`src/rtl/ram_sdp_be_clr.sv`:
```
// Simple dual-port RAM: byte-enabled write port, registered read port with valid flag,
// selectable read-during-write result, and a clear engine that zeroes every word.
module ram_sdp_be_clr #(
    parameter int DATA_WIDTH = 32,
    parameter int ADDR_WIDTH = 7,
    parameter int RDW_MODE   = 0
) (
    input  logic                    clk,
    input  logic                    rst,
    input  logic                    clr,
    output logic                    busy,
    input  logic                    we,
    input  logic [ADDR_WIDTH-1:0]   wr_addr,
    input  logic [DATA_WIDTH/8-1:0] wr_be,
    input  logic [DATA_WIDTH-1:0]   d,
    input  logic                    re,
    input  logic [ADDR_WIDTH-1:0]   rd_addr,
    output logic [DATA_WIDTH-1:0]   q,
    output logic                    rd_valid
);

    localparam int DEPTH = 2 ** ADDR_WIDTH;
    localparam int NB    = DATA_WIDTH / 8;
    localparam logic [ADDR_WIDTH-1:0] CNT_LAST = '1;

    typedef enum logic {
        CLEAR = 1'b0,
        IDLE  = 1'b1
    } state_t;

    state_t                  state_reg, state_next;
    logic [ADDR_WIDTH-1:0]   cnt_reg, cnt_next;
    logic [DATA_WIDTH-1:0]   q_reg;
    logic                    rd_valid_reg;

    logic [DATA_WIDTH-1:0]   mem [DEPTH];

    logic                    wr_go;
    logic                    rd_go;
    logic [NB-1:0]           lane_we;
    logic [ADDR_WIDTH-1:0]   mem_waddr;
    logic [DATA_WIDTH-1:0]   mem_wdata;
    logic [DATA_WIDTH-1:0]   rd_word;

    assign busy     = (state_reg == CLEAR);
    assign q        = q_reg;
    assign rd_valid = rd_valid_reg;

    // clr outranks any access requested in the same cycle
    assign wr_go = (state_reg == IDLE) && !clr && we;
    assign rd_go = (state_reg == IDLE) && !clr && re;

    // The clear engine borrows the write port while busy
    assign mem_waddr = busy ? cnt_reg : wr_addr;
    assign mem_wdata = busy ? '0 : d;

    generate
        for (genvar gi = 0; gi < NB; gi++) begin : g_lane_we
            assign lane_we[gi] = busy || (wr_go && wr_be[gi]);
        end

        if (RDW_MODE == 1) begin : g_rdw_new
            logic collide;
            assign collide = wr_go && (wr_addr == rd_addr);
            for (genvar gi = 0; gi < NB; gi++) begin : g_merge
                assign rd_word[8*gi +: 8] = (collide && wr_be[gi]) ? d[8*gi +: 8]
                                                                   : mem[rd_addr][8*gi +: 8];
            end
        end else begin : g_rdw_old
            assign rd_word = mem[rd_addr];
        end
    endgenerate

    always_comb begin
        state_next = state_reg;
        cnt_next   = cnt_reg;
        case (state_reg)
            CLEAR: begin
                cnt_next = cnt_reg + ADDR_WIDTH'(1);
                if (cnt_reg == CNT_LAST) begin
                    state_next = IDLE;
                end
            end
            IDLE: begin
                if (clr) begin
                    state_next = CLEAR;
                    cnt_next   = '0;
                end
            end
            default: begin
                state_next = CLEAR;
                cnt_next   = '0;
            end
        endcase
    end

    always_ff @(posedge clk or posedge rst) begin
        if (rst) begin
            state_reg <= CLEAR;
            cnt_reg   <= '0;
        end else begin
            state_reg <= state_next;
            cnt_reg   <= cnt_next;
        end
    end

    // Array has no reset so it can map onto block RAM
    always_ff @(posedge clk) begin
        for (int i = 0; i < NB; i++) begin
            if (lane_we[i]) begin
                mem[mem_waddr][8*i +: 8] <= mem_wdata[8*i +: 8];
            end
        end
    end

    always_ff @(posedge clk or posedge rst) begin
        if (rst) begin
            q_reg        <= '0;
            rd_valid_reg <= 1'b0;
        end else begin
            rd_valid_reg <= rd_go;
            if (rd_go) begin
                q_reg <= rd_word;
            end
        end
    end

endmodule

```
`config.mk`:
```
export PLATFORM = sky130hd
export DESIGN_NAME = ram_sdp_be_clr
export DESIGN_NICKNAME = d
export VERILOG_FILES = /design/src/rtl/ram_sdp_be_clr.sv
export SDC_FILE = /design/constraint.sdc
export NUM_CORES = 2
export LEC_CHECK = 0
export ABC_AREA = 1
export CORE_MARGIN = 5
export CORE_UTILIZATION = 25
export CTS_CLUSTER_SIZE = 20
export DETAILED_ROUTE_END_ITERATION = 8
export GPL_TIMING_DRIVEN = 0
export PLACE_DENSITY = 0.38
export RECOVER_POWER = 50
export REMOVE_ABC_BUFFERS = 1
export SETUP_SLACK_MARGIN = 0.02
export SYNTH_ARGS = -nofsm -noshare
export SYNTH_HDL_FRONTEND = slang
export SYNTH_SLANG_ARGS = --single-unit
```
`constraint.sdc`:
```
create_clock -name clk -period 3.15 [get_ports clk]
set_input_delay 0.945 -clock clk [delete_from_list [all_inputs] [get_ports clk]]
set_output_delay 0.945 -clock clk [all_outputs]
set_load 0.02 [all_outputs]
```
# Word-level counts from Yosys, hierarchy flattened
# Memory sizes are Yosys's and may differ from the RTL's. A register that Yosys moved wholly into a read port is not among the register bits.
# Index checks and enable logic that the tools add are counted.
dict set report totals {
  word_cells 35
  mem_count 1
  ram_bits 4096
  output_inout_bits 34
  inputBits 55
  ff_bits 9
}
dict set report classes {
  n_bitwise 1
  reduce_logical 12
  add_sub_neg 1
  eq_ne 2
  n_mux 15
}
# memory words width read_ports rd_ports_with_merged_regs write_ports line_no
set memory_table {}
lappend memory_table {mem 128 32 1 1 1 36} ;# logic [DATA_WIDTH-1:0] mem [DEPTH];
# operator n
set ops {}
lappend ops {{2-to-1 mux 32 bit} 1}
lappend ops {{2-to-1 mux 7 bit} 2}
lappend ops {{case mux 7 bit (2 select lines)} 1}
lappend ops {{2-to-1 mux 1 bit} 10}
lappend ops {{adder 7 x 1 -> 7 bit, second input constant} 1}
lappend ops {{== test 7 bit, second input constant} 1}
lappend ops {{logical AND 1 bit} 7}
lappend ops {{logical OR 1 bit} 4}
lappend ops {{!= test 2 bit, second input constant} 1}
lappend ops {{case mux 1 bit (2 select lines)} 1}
lappend ops {{logical NOT 1 bit} 1}
lappend ops {{NOT 1 bit} 1}

# Depth between registers and ports, before layout
dict set report logic_depth {
  depth_word 7
  ltp_mapped 15
  ltp_nobuf 11
}

# Worst setup path after synthesis
# No wires, ideal clock.
dict set report synth_timing {
  path_kind {input -> register}
  start {input port d[10]}
  end {memory mem[0][10] (data pin)}
  t_required_ns 2.664
  stages 2
  slack_ns 0.278
  path_buffers 0
  t_arrival_ns 2.386
  setup_ns 0.486
  cell_sequence {nand2_1 inv_1}
}
dict set report synth_between {
  elab_chain_cells 1
}
# item line_no
set synth_rtl {}
lappend synth_rtl {{start, declared} 15} ;# input logic [DATA_WIDTH-1:0] d,
lappend synth_rtl {{2-to-1 mux 32 bit} 55} ;# assign mem_wdata = busy ? '0 : d;
lappend synth_rtl {{named net mem_wdata[10]} 42} ;# logic [DATA_WIDTH-1:0] mem_wdata;
lappend synth_rtl {{end, declared} 36}
# The timed path passes the listed nets, and every way through them passes these cells.

==> flow_metrics.env <==
export IMPL_skew_ns=0.0742
export IMPL_synth_simple_gate_area_share=0.231
export IMPL_cts_clk_slew_worst_paths_ns=0.06
export IMPL_path_max_fanout=70
export IMPL_ys_seq_elements=4137
export IMPL_cp_start_kind="input pin"
export IMPL_required_ns=4.03
export IMPL_cap_violations=7
export IMPL_min_delay_path_depth=2
export IMPL_synth_edf_count=4096
export IMPL_crit_path_max_incr_delay_ns=0.33
export IMPL_max_freq_mhz=288
export IMPL_hp_start="q[27]$_DFFE_PP0P_"
export IMPL_synth_xor_area_frac=0
export IMPL_synth_top_family_by_area="simple AND/OR/NAND/NOR gates"
export IMPL_period_needed_ns=3.47
export IMPL_yosys_warnings=0
export IMPL_clockBufferDepth=4
export IMPL_grt_pass1_wl_mm=940
export IMPL_violations="capacitance limit, slew limit, setup timing"
export IMPL_die_h_um=831
export IMPL_tightestPinTransition_ns=1.79
export IMPL_period_share=1.10
export IMPL_hold_viol_final=0
export IMPL_seqCellArea_sq_um=124000
export IMPL_cpMaxStageDelayCell="buf_16"
export IMPL_grtUsageTotal=0.194
export IMPL_largest_reg_flops=4096
export IMPL_cp_end_kind="register"
export IMPL_rsz0062_at_grt="yes"
export IMPL_cts_inserted_buffers=481
export IMPL_max_slew_margin_rel=-0.195
export IMPL_route_vias_total=113000
export IMPL_synth_cells=14200
export IMPL_dr_first_iter_drc_count=11600
export IMPL_synth_top_area_share=0.730
export IMPL_fin_cells=23700
export IMPL_dp_cells=22400
export IMPL_drive_gt1_frac=0.133
export IMPL_drt_total_wl_mm=699
export IMPL_place_area_sq_um=179000
export IMPL_final_common_cell="nand2_1"
export IMPL_r2r_start="state_reg$_DFF_PP0_"
export IMPL_r2r_end="mem[80][3]$_DFFE_PP_"
export IMPL_r2r_worst_path_cells=5
export IMPL_grt_pass1_vias=106000
export IMPL_hpwl_mm=348
export IMPL_fin_area_sq_um=206000
export IMPL_ys_seq_area_frac=0.736
export IMPL_synthFlopType="edfxtp_1"
export IMPL_synth_cell_types=33
export IMPL_arrival_ns=4.35
export IMPL_portBuffers=88
export IMPL_post_drt_wl_per_cell_um=29.4
export IMPL_area_growth_pct=22.3
export IMPL_cts_tree="built"
export IMPL_ff2ff_setup_slack_ns=-0.07
export IMPL_pre_cts_slack_ns=-5.90
export IMPL_die_area_sq_um=691000
export IMPL_synthTopCellsByArea="edfxtp_1 (73%), nand3_1 (12%), nand2_1 (9.8%), buf_2 (1.5%), nor2_1 (1.2%)"
export IMPL_clock_sinks=4137
export IMPL_grt_max_degree=171
export IMPL_yosys_area_top_type="edfxtp_1"
export IMPL_io_pins=89
export IMPL_vias_per_cell=4.78
export IMPL_p_leak_nw=73.1
export IMPL_ctsHoldBuffers=0
export IMPL_hold_path_class="reg2reg"
export IMPL_core_sq_um=672000
export IMPL_initial_core_util=0.251
export IMPL_dr_pass1_iters=6
export IMPL_fillers=67900
export IMPL_rows=301
export IMPL_hold_path_end="q[27]$_DFFE_PP0P_"
export IMPL_fp_dieW_um=831
export IMPL_status="finished, violations left"
export IMPL_ys_async_sr_fraction=0.00991
export IMPL_muxShareOfSynthArea=0
export IMPL_synth_avg_cell_area_sq_um=11.9
export IMPL_syn_area_sq_um=169000
export IMPL_worst_setup_path_type="in2reg"
export IMPL_peakVddDrop_mv=0.506
export IMPL_ant_nets=0
export IMPL_clk_latency_ns=1.03
export IMPL_powerDensity_nw_per_um2=665
export IMPL_multi_input_area_sq_um=43900
export IMPL_fin_nets=14400
export IMPL_path_cells="buf_12 > buf_16 > inv_16 > buf_16 > buf_16 > nand3_1 > nand3_1 > nand3_1 > nand3_2 > nand2_1 > nand2_2 > nand2_1"
export IMPL_layout_common_cells="nand2_1 (4,258), edfxtp_1 (4,096), nand3_1 (3,963), clkbuf_16 (503), nor2_4 (402)"
export IMPL_setup_viol=225
export IMPL_grt_antenna_before_repair=43
export IMPL_cts_root_buf="clkbuf_16"
export IMPL_synth_compound_area_share=0.000906
export IMPL_post_route_drc_count=0
export IMPL_h_tree_depth=5
export IMPL_fin_ws_ns=-0.321
export IMPL_timing_final_max_slew_violations=263
export IMPL_place_congestion=0.742
export IMPL_grt_overflow=0
export IMPL_synth_fa_ha_area_frac=0.0000742
-- how the worst max path moves through the flow --
stage                             start                     to  slack, ns  cells past startpoint
floorplan                    rd_addr[0]       q[0]$_DFFE_PP0P_      -8.16                     11
global placement             rd_addr[0]      q[16]$_DFFE_PP0P_    -511.45                     12
detailed placement           rd_addr[0]      q[16]$_DFFE_PP0P_      -5.90                     20
CTS                 state_reg$_DFF_PP0_  mem[118][2]$_DFFE_PP_      -0.47                      8
global route                 rd_addr[0]       q[6]$_DFFE_PP0P_      -0.10                     18
finish                       rd_addr[3]      q[26]$_DFFE_PP0P_      -0.32                     12
-- cell type report --
cell class	count	share of cell area
inverters	62	0.00208
clock buffers	607	0.0617
multi-input cells	9009	0.213
repair buffers	693	0.0568
clock inverters	273	0.0105
well taps	8938	0.0542
diodes	6	0.0000728
repair inverters	9	0.000382
flip-flops and latches	4137	0.602
-- Yosys cell counts, types with 4 or more instances --
cell type  instances
a31oi_1            5
nor2_4            18
o21ai_1            4
nor2_1           521
nor2_2             4
clkbuf_1         170
nand3_1         4032
buf_1             93
buf_6             36
buf_2            514
edfxtp_1        4096
o21ai_0            6
buf_4            162
dfrtp_1           41
nand2_1         4404
inv_1             57
-- kinds of logic (layout without fill, tap and decap cells) --
logic type / after synthesis / in the layout
compound gates: 23 / 23
buf+inv: 1038 / 1644
flops: 4137 / 4137
fa+ha+maj: 1 / 1
simple gates: 8985 / 8985
other cells: 0 / 6
-- metrics by stage --
stage,TNS (ns),power [mW],utilization,hold WS (ns)
floorplan,-,72.6,-,0.466
global placement,-,81.0,0.261,0.471
detailed placement,-9734.00,79.7,0.267,0.469
CTS,-302.25,137,0.304,0.152
global route,-29.60,141,0.307,0.502
finish,-7.77,137,0.307,0.480
-- power breakdown --
part | leakage, nW | internal, mW | switching [mW] | total, mW
sequential | 38.5 | 63.9 | 0.549 | 64.5
clock | 7.26 | 30.9 | 23.3 | 54.2
combinational | 27.4 | 4.69 | 13.8 | 18.5
-- routing by layer --
layer | global-route usage | wire, um | vias up
li1 | - | - | 51000
met1 | 0.276 | 316000 | 58000
met2 | 0.297 | 309000 | 3574
met3 | 0.0330 | 45000 | 888
met4 | 0.0709 | 28800 | 8
met5 | 0 | 95 | -
-- timing repair --
action	in CTS	in global routing
endpoints found under the setup margin	4151	3712
resized for setup	1073	200
endpoints found under the hold margin	0	0
setup buffers	257	97
gates cloned	117	13
pin swaps	174	64
-- critical path: cells and delay by family --
kind                   cells  cell delay (ns)
and+or+nand+nor            7             1.17
buffers and inverters      5             1.36
Power figures use the tool's default switching activity.
